File: config.mk
export PLATFORM = sky130hd
export DESIGN_NAME = pacc_mont_acc_flat
export DESIGN_NICKNAME = d
export VERILOG_FILES = /design/src/rtl/pacc_mont_acc_if.sv /design/src/rtl/pacc_mont_acc.sv /design/src/flat_wrapper.sv
export SDC_FILE = /design/constraint.sdc
export NUM_CORES = 1
export LEC_CHECK = 0
export ABC_AREA = 0
export BUFFER_PORTS_ARGS = -buffer_cell sky130_fd_sc_hd__buf_2
export CORE_MARGIN = 8
export CORE_UTILIZATION = 40
export CTS_CLUSTER_DIAMETER = 100
export CTS_CLUSTER_SIZE = 16
export DETAILED_ROUTE_END_ITERATION = 6
export GPL_TIMING_DRIVEN = 0
export PLACE_DENSITY_LB_ADDON = 0.15
export SETUP_SLACK_MARGIN = 0.5
export SYNTH_ARGS = -nofsm -noshare
export SYNTH_HDL_FRONTEND = slang
export SYNTH_SLANG_ARGS = --single-unit
File: constraint.sdc
create_clock -name clk -period 11.95 [get_ports clk]
set_input_delay 0.5975 -clock clk [delete_from_list [all_inputs] [get_ports clk]]
set_output_delay 0.5975 -clock clk [all_outputs]
set_load 0.01 [all_outputs]
File: src/rtl/pacc_mont_acc_if.sv
// Operand/result bundle for the pointwise-accumulate Montgomery feeder.
// master: operand source / result sink; slave: pacc_mont_acc.
// PACC_PROTO_CHECK_EN adds the proto_err / err_cnt status signals.
interface pacc_mont_acc_if #(
    parameter int unsigned IW = 16,
    parameter int unsigned OW = 16
);
    logic                 enable;
    logic                 in_valid;
    logic                 in_ready;
    logic signed [IW-1:0] iCoeff_a;
    logic signed [IW-1:0] iCoeff_b;
    logic                 busy;
    logic                 PAcc_done;
    logic signed [OW-1:0] oCoeffs;
`ifdef PACC_PROTO_CHECK_EN
    logic                 proto_err;
    logic [7:0]           err_cnt;

    modport master (
        output enable, in_valid, iCoeff_a, iCoeff_b,
        input  in_ready, busy, PAcc_done, oCoeffs, proto_err, err_cnt
    );
    modport slave (
        input  enable, in_valid, iCoeff_a, iCoeff_b,
        output in_ready, busy, PAcc_done, oCoeffs, proto_err, err_cnt
    );
`else
    modport master (
        output enable, in_valid, iCoeff_a, iCoeff_b,
        input  in_ready, busy, PAcc_done, oCoeffs
    );
    modport slave (
        input  enable, in_valid, iCoeff_a, iCoeff_b,
        output in_ready, busy, PAcc_done, oCoeffs
    );
`endif
endinterface

File: src/rtl/pacc_mont_acc.sv
// Serial Montgomery multiply-accumulate feeding the Barrett reduction stage.
// Accepts KYBER_K operand pairs per output coefficient, reduces each product
// with Montgomery reduction and sums the results with int16 wrap.
// Optional macro PACC_PROTO_CHECK_EN adds the proto_err / err_cnt monitor.
module pacc_mont_acc #(
    parameter int KYBER_K        = 2,
    parameter int KYBER_Q        = 3329,
    parameter int QINV           = -3327,
    parameter int i_Coeffs_Width = 16,
    parameter int o_Coeffs_Width = 16
) (
    input logic             clk,
    input logic             reset_n,
    pacc_mont_acc_if.slave  bus
);
    localparam int IW = i_Coeffs_Width;
    localparam int OW = o_Coeffs_Width;

    localparam logic [15:0]        Qinv16  = 16'(QINV);
    localparam logic signed [31:0] KqS     = 32'(KYBER_Q);
    localparam logic [1:0]         CntLast = 2'(KYBER_K - 1);

    typedef enum logic [2:0] {
        StIdle,
        StWait,
        StMul,
        StTmul,
        StRed,
        StAcc
    } state_e;

    state_e               state_q, state_d;
    logic signed [OW-1:0] acc_q, acc_d;
    logic [1:0]           cnt_q, cnt_d;
    logic signed [IW-1:0] a_q, a_d;
    logic signed [IW-1:0] b_q, b_d;
    logic signed [31:0]   prod_q, prod_d;
    logic signed [15:0]   t_q, t_d;
    logic signed [OW-1:0] r_q, r_d;
    logic signed [OW-1:0] ocoeffs_q, ocoeffs_d;
    logic                 done_q, done_d;

    logic signed [OW-1:0] sum;
    logic signed [31:0]   red_full;
    logic                 busy;

    assign busy          = (state_q != StIdle);
    assign bus.busy      = busy;
    assign bus.in_ready  = (state_q == StWait);
    assign bus.PAcc_done = done_q;
    assign bus.oCoeffs   = ocoeffs_q;

    // State and datapath registers; reset clears everything, aborting any operation.
    always_ff @(posedge clk or negedge reset_n) begin
        if (!reset_n) begin
            state_q   <= StIdle;
            acc_q     <= '0;
            cnt_q     <= '0;
            a_q       <= '0;
            b_q       <= '0;
            prod_q    <= '0;
            t_q       <= '0;
            r_q       <= '0;
            ocoeffs_q <= '0;
            done_q    <= 1'b0;
        end else begin
            state_q   <= state_d;
            acc_q     <= acc_d;
            cnt_q     <= cnt_d;
            a_q       <= a_d;
            b_q       <= b_d;
            prod_q    <= prod_d;
            t_q       <= t_d;
            r_q       <= r_d;
            ocoeffs_q <= ocoeffs_d;
            done_q    <= done_d;
        end
    end

    // Next-state and datapath: one pipeline step per state, done pulses for one cycle.
    always_comb begin
        state_d   = state_q;
        acc_d     = acc_q;
        cnt_d     = cnt_q;
        a_d       = a_q;
        b_d       = b_q;
        prod_d    = prod_q;
        t_d       = t_q;
        r_d       = r_q;
        ocoeffs_d = ocoeffs_q;
        done_d    = 1'b0;
        sum       = acc_q + r_q;
        // Low 16 bits of this difference are zero by construction of t.
        red_full  = prod_q - (32'(t_q) * KqS);

        case (state_q)
            StIdle: begin
                if (bus.enable) begin
                    acc_d   = '0;
                    cnt_d   = '0;
                    state_d = StWait;
                end
            end
            StWait: begin
                if (bus.in_valid) begin
                    a_d     = bus.iCoeff_a;
                    b_d     = bus.iCoeff_b;
                    state_d = StMul;
                end
            end
            StMul: begin
                prod_d  = 32'(a_q) * 32'(b_q);
                state_d = StTmul;
            end
            StTmul: begin
                // 16x16 into a 16-bit result keeps only the low half, as intended.
                t_d     = prod_q[15:0] * Qinv16;
                state_d = StRed;
            end
            StRed: begin
                r_d     = OW'(red_full >>> 16);
                state_d = StAcc;
            end
            StAcc: begin
                if (cnt_q == CntLast) begin
                    ocoeffs_d = sum;
                    done_d    = 1'b1;
                    state_d   = StIdle;
                end else begin
                    acc_d   = sum;
                    cnt_d   = cnt_q + 2'd1;
                    state_d = StWait;
                end
            end
            default: state_d = StIdle;
        endcase
    end

`ifdef PACC_PROTO_CHECK_EN
    logic       proto_err_q;
    logic [7:0] err_cnt_q;

    assign bus.proto_err = proto_err_q;
    assign bus.err_cnt   = err_cnt_q;

    // Sticky flag and saturating count of enable pulses seen while busy.
    always_ff @(posedge clk or negedge reset_n) begin
        if (!reset_n) begin
            proto_err_q <= 1'b0;
            err_cnt_q   <= 8'd0;
        end else if (bus.enable && busy) begin
            proto_err_q <= 1'b1;
            if (err_cnt_q != 8'hFF) begin
                err_cnt_q <= err_cnt_q + 8'd1;
            end
        end
    end
`endif
endmodule
File: src/flat_wrapper.sv
// flat-port wrapper written by rule: the top's interface ports become plain ports
module pacc_mont_acc_flat 
#(
    parameter int KYBER_K        = 2,
    parameter int KYBER_Q        = 3329,
    parameter int QINV           = -3327,
    parameter int i_Coeffs_Width = 16,
    parameter int o_Coeffs_Width = 16
)
  (clk, reset_n, bus_enable, bus_in_valid, bus_iCoeff_a, bus_iCoeff_b, bus_in_ready, bus_busy, bus_PAcc_done, bus_oCoeffs);
  pacc_mont_acc_if bus_i ();
  input logic clk;
  input logic reset_n;
  input wire logic [$bits(bus_i.enable)-1:0] bus_enable;
  input wire logic [$bits(bus_i.in_valid)-1:0] bus_in_valid;
  input wire logic [$bits(bus_i.iCoeff_a)-1:0] bus_iCoeff_a;
  input wire logic [$bits(bus_i.iCoeff_b)-1:0] bus_iCoeff_b;
  output wire logic [$bits(bus_i.in_ready)-1:0] bus_in_ready;
  output wire logic [$bits(bus_i.busy)-1:0] bus_busy;
  output wire logic [$bits(bus_i.PAcc_done)-1:0] bus_PAcc_done;
  output wire logic [$bits(bus_i.oCoeffs)-1:0] bus_oCoeffs;
  assign bus_i.enable = bus_enable;
  assign bus_i.in_valid = bus_in_valid;
  assign bus_i.iCoeff_a = bus_iCoeff_a;
  assign bus_i.iCoeff_b = bus_iCoeff_b;
  assign bus_in_ready = bus_i.in_ready;
  assign bus_busy = bus_i.busy;
  assign bus_PAcc_done = bus_i.PAcc_done;
  assign bus_oCoeffs = bus_i.oCoeffs;
  pacc_mont_acc #(.KYBER_K(KYBER_K), .KYBER_Q(KYBER_Q), .QINV(QINV), .i_Coeffs_Width(i_Coeffs_Width), .o_Coeffs_Width(o_Coeffs_Width)) u_core (.clk(clk), .reset_n(reset_n), .bus(bus_i));
endmodule
==> run_results.csv <==
group,metric,value,unit
global_route,grt_pass1_vias,15400,
placement,dp_hpwl,42.4,mm
timing,worst_slew_pin_slew,1.10,ns
clock_network,cts_tree,"built",
drt,wirelength,50.4,mm
die,dieHeight,237,µm
timing,setup_ws,4.45,ns
status,status,"completed",
timing,setup_violations,0,
placement,dp_worst_setup_slack,4.44,ns
clock_network,clockBufferDepth,2,
global_route,grt_max_degree,85,
yosys,yosys.area.top_type,"fa_1",
global_route,grt_pass1_wl,82.4,mm
cells_and_area,final_nets,2701,
timing,finalCriticalPeriod,7.50,ns
yosys,synth_seq_area_share,0.171,
die,coreArea,48600,µm²
die,fp.dieW,237,µm
yosys,synth_edf_count,0,
clock_network,clock-root-buffer,"clkbuf_16",
clock_network,numCtsBuffers,17,
cells_and_area,fillCellCount,4832,
drt,via_count,14200,
drt,routedWlPerCell,18.2,µm
critical_path,rr_startpoint,"u_core.a_q[15]$_DFFE_PN0P_",
clock_network,ctsHoldBuffers,0,
clock_network,clkTransAtPathRegs,0.06,ns
yosys,syn-num-nets,2626,
clock_network,ctsResizeCount,0,
die,rows,81,
drt,routed_via_density,5.12,
yosys,syn_area_per_cell,9.51,µm²
timing,post-route-period-util,0.627,
timing,maxSlewViolCount,0,
global_route,grt_usage,0.186,
cells_and_area,num_antenna_cells,0,
drt,dr.pass1.iters,5,
flow_run,cap_violations,0,
critical_path,rrSetupSlack,4.45,ns
timing,fin_setup_tns,0,ns
critical_path,path_class,"reg -> reg",
critical_path,crit_path_end_kind,"register",
die,die_area,56200,µm²
clock_network,clk_latency,0.46,ns
yosys,syn_inst,2057,
timing,fin_skew,0.0143,ns
timing,slew_headroom,0.265,
global_route,antenna_found_initial,0,
cells_and_area,syn2layout_area_growth,8.69,%
yosys,ys_types,69,
placement,routabilityCongestion,0.896,
drt,antenna_left,0,
yosys,ys_warn_count,0,
yosys,ys.flop_type,"dfrtp_1",
timing,fin_hold_ws,0.0938,ns
worst_hold_path,hold_path_class,"in -> async",
placement,io_buffers,54,
timing,rsz0062_at_grt,"false",
clock_network,post_cts_buffers,0,
cells_and_area,drive_gt1_frac,0.0690,
critical_path,arrival,7.81,ns
critical_path,cp_max_fo,10,
drt,route.detailed.drc,0,
yosys,synth.area.top_cells,"fa_1 31%, dfrtp_1 17%, ha_1 15%",
die,io-pin-count,55,
clock_network,h-tree-depth,4,
critical_path,critPathRequiredTime,12.27,ns
clock_network,clock_sinks,134,
timing,final_hold_viol_count,0,
yosys,yosysMostFrequentCell,"inv_1",
critical_path,startpoint_type,"register",
critical_path,cp-startpoint,"u_core.a_q[15]$_DFFE_PN0P_",
die,initial_core_util,0.402,
yosys,async_flop_share,1.00,
yosys,synth_top_area_share,0.307,
timing,max_freq,133,MHz
yosys,syn_area,19600,µm²
drt,drt_iter0_drc,545,
global_route,grt_overflow_total,0,
yosys,synth.top_cells.by_count,"394 x inv_1, 300 x fa_1, 253 x nand2_1",
yosys,ys_ff_latch,134,
critical path, cell delays in order (launching register included):
cell and delay (ns):
dfrtp_1 0.56, clkbuf_1 0.50, nand2_1 0.18, inv_1 0.17, fa_1 0.56, fa_1 0.88
inv_1 0.18, fa_1 0.46, fa_1 0.54, inv_1 0.05, fa_1 0.47, inv_1 0.05
fa_1 0.52, inv_1 0.04, ha_1 0.27, clkbuf_1 0.28, nand4_1 0.17, nor2b_1 0.31
and4_1 0.23, a21oi_1 0.12, a21oi_1 0.35, a31oi_1 0.15, xor2_1 0.22, o21ai_0 0.11
sequential cells by signal, indices dropped and copies added (netlist names):
| signal | count |
|---|---|
| u_core.state_q | 3 |
| u_core.acc_q | 16 |
| u_core.r_q | 16 |
| u_core.a_q | 16 |
| u_core.t_q | 16 |
| u_core.cnt_q | 2 |
| u_core.bus.PAcc_done | 1 |
| u_core.b_q | 16 |
| u_core.bus.oCoeffs | 16 |
| u_core.prod_q | 32 |
metrics by stage:
step | cell area [µm²] | util | cells
after floorplan | 19600 | - | 2057
final | 21300 | 0.437 | 2767
after global routing | 21300 | 0.437 | 2767
after global placement | 20600 | 0.424 | 2733
after detailed placement | 20700 | 0.425 | 2735
after CTS | 21300 | 0.437 | 2767
path summary, 6_finish.rpt:
kind / endpoint / cells after the start
max in group asynchronous: u_core.b_q[14]$_DFFE_PN0P_ / 2
worst min register to register: u_core.bus.oCoeffs[6]$_DFFE_PN0P_ / 2
worst max register to register: u_core.prod_q[29]$_DFFE_PN0P_ / 23
worst max-delay path: u_core.prod_q[29]$_DFFE_PN0P_ / 23
min in group clk: u_core.b_q[15]$_DFFE_PN0P_ / 3
worst min-delay path: u_core.t_q[14]$_DFFE_PN0P_ / 1
logic make-up (layout without fill, tap and decap cells):
kind of cell,after synthesis,after routing,synth area share
simple gates,540,540,0.132
fa+ha+maj,533,533,0.456
buf+inv,451,539,0.0865
compound gates,266,266,0.0891
flops,134,134,0.171
xor+xnor,86,86,0.0385
mux,47,47,0.0268
layer usage:
layer | vias up | routed length [µm] | part of all wire | track usage
met5 | - | 0 | 0 | 0
met4 | 0 | 928 | 0.018 | 0.0434
met3 | 55 | 1890 | 0.038 | 0.0312
met2 | 233 | 24900 | 0.49 | 0.323
met1 | 7195 | 22700 | 0.45 | 0.240
li1 | 6680 | - | - | -
cells in the final DEF (no fill, tap or decap), types with 9 or more instances in the layout:
master | Yosys | final
nor2_1 | 54 | 54
inv_1 | 394 | 394
xor2_1 | 24 | 24
ha_1 | 233 | 233
nand2b_1 | 11 | 11
nand2_1 | 253 | 253
a21oi_1 | 63 | 63
a21o_1 | 24 | 24
and2_1 | 122 | 122
o31ai_1 | 12 | 12
and3_1 | 14 | 14
o21bai_1 | 11 | 11
nand3_1 | 23 | 23
o21ai_0 | 77 | 77
mux2_2 | 43 | 43
dfrtp_1 | 134 | 134
clkbuf_1 | 53 | 54
fa_1 | 300 | 300
buf_2 | 0 | 53
xnor2_1 | 62 | 62
clkbuf_16 | 0 | 17
nor2b_1 | 9 | 9
nor3_1 | 23 | 23
layout make-up:
class,instances,area (µm²),share of cell area
clock inverters,13,159,0.00747
repair buffers,56,315,0.0148
well taps,622,778,0.0366
multi-input cells,1472,14500,0.683
inverters,395,1480,0.0697
clock buffers,19,443,0.0208
plain buffers,56,210,0.00989
flip-flops and latches,134,3350,0.158
Power is left out: the tool's default activity adds up to more than one toggle a clock period on the data nets, which glitch-free logic cannot reach.
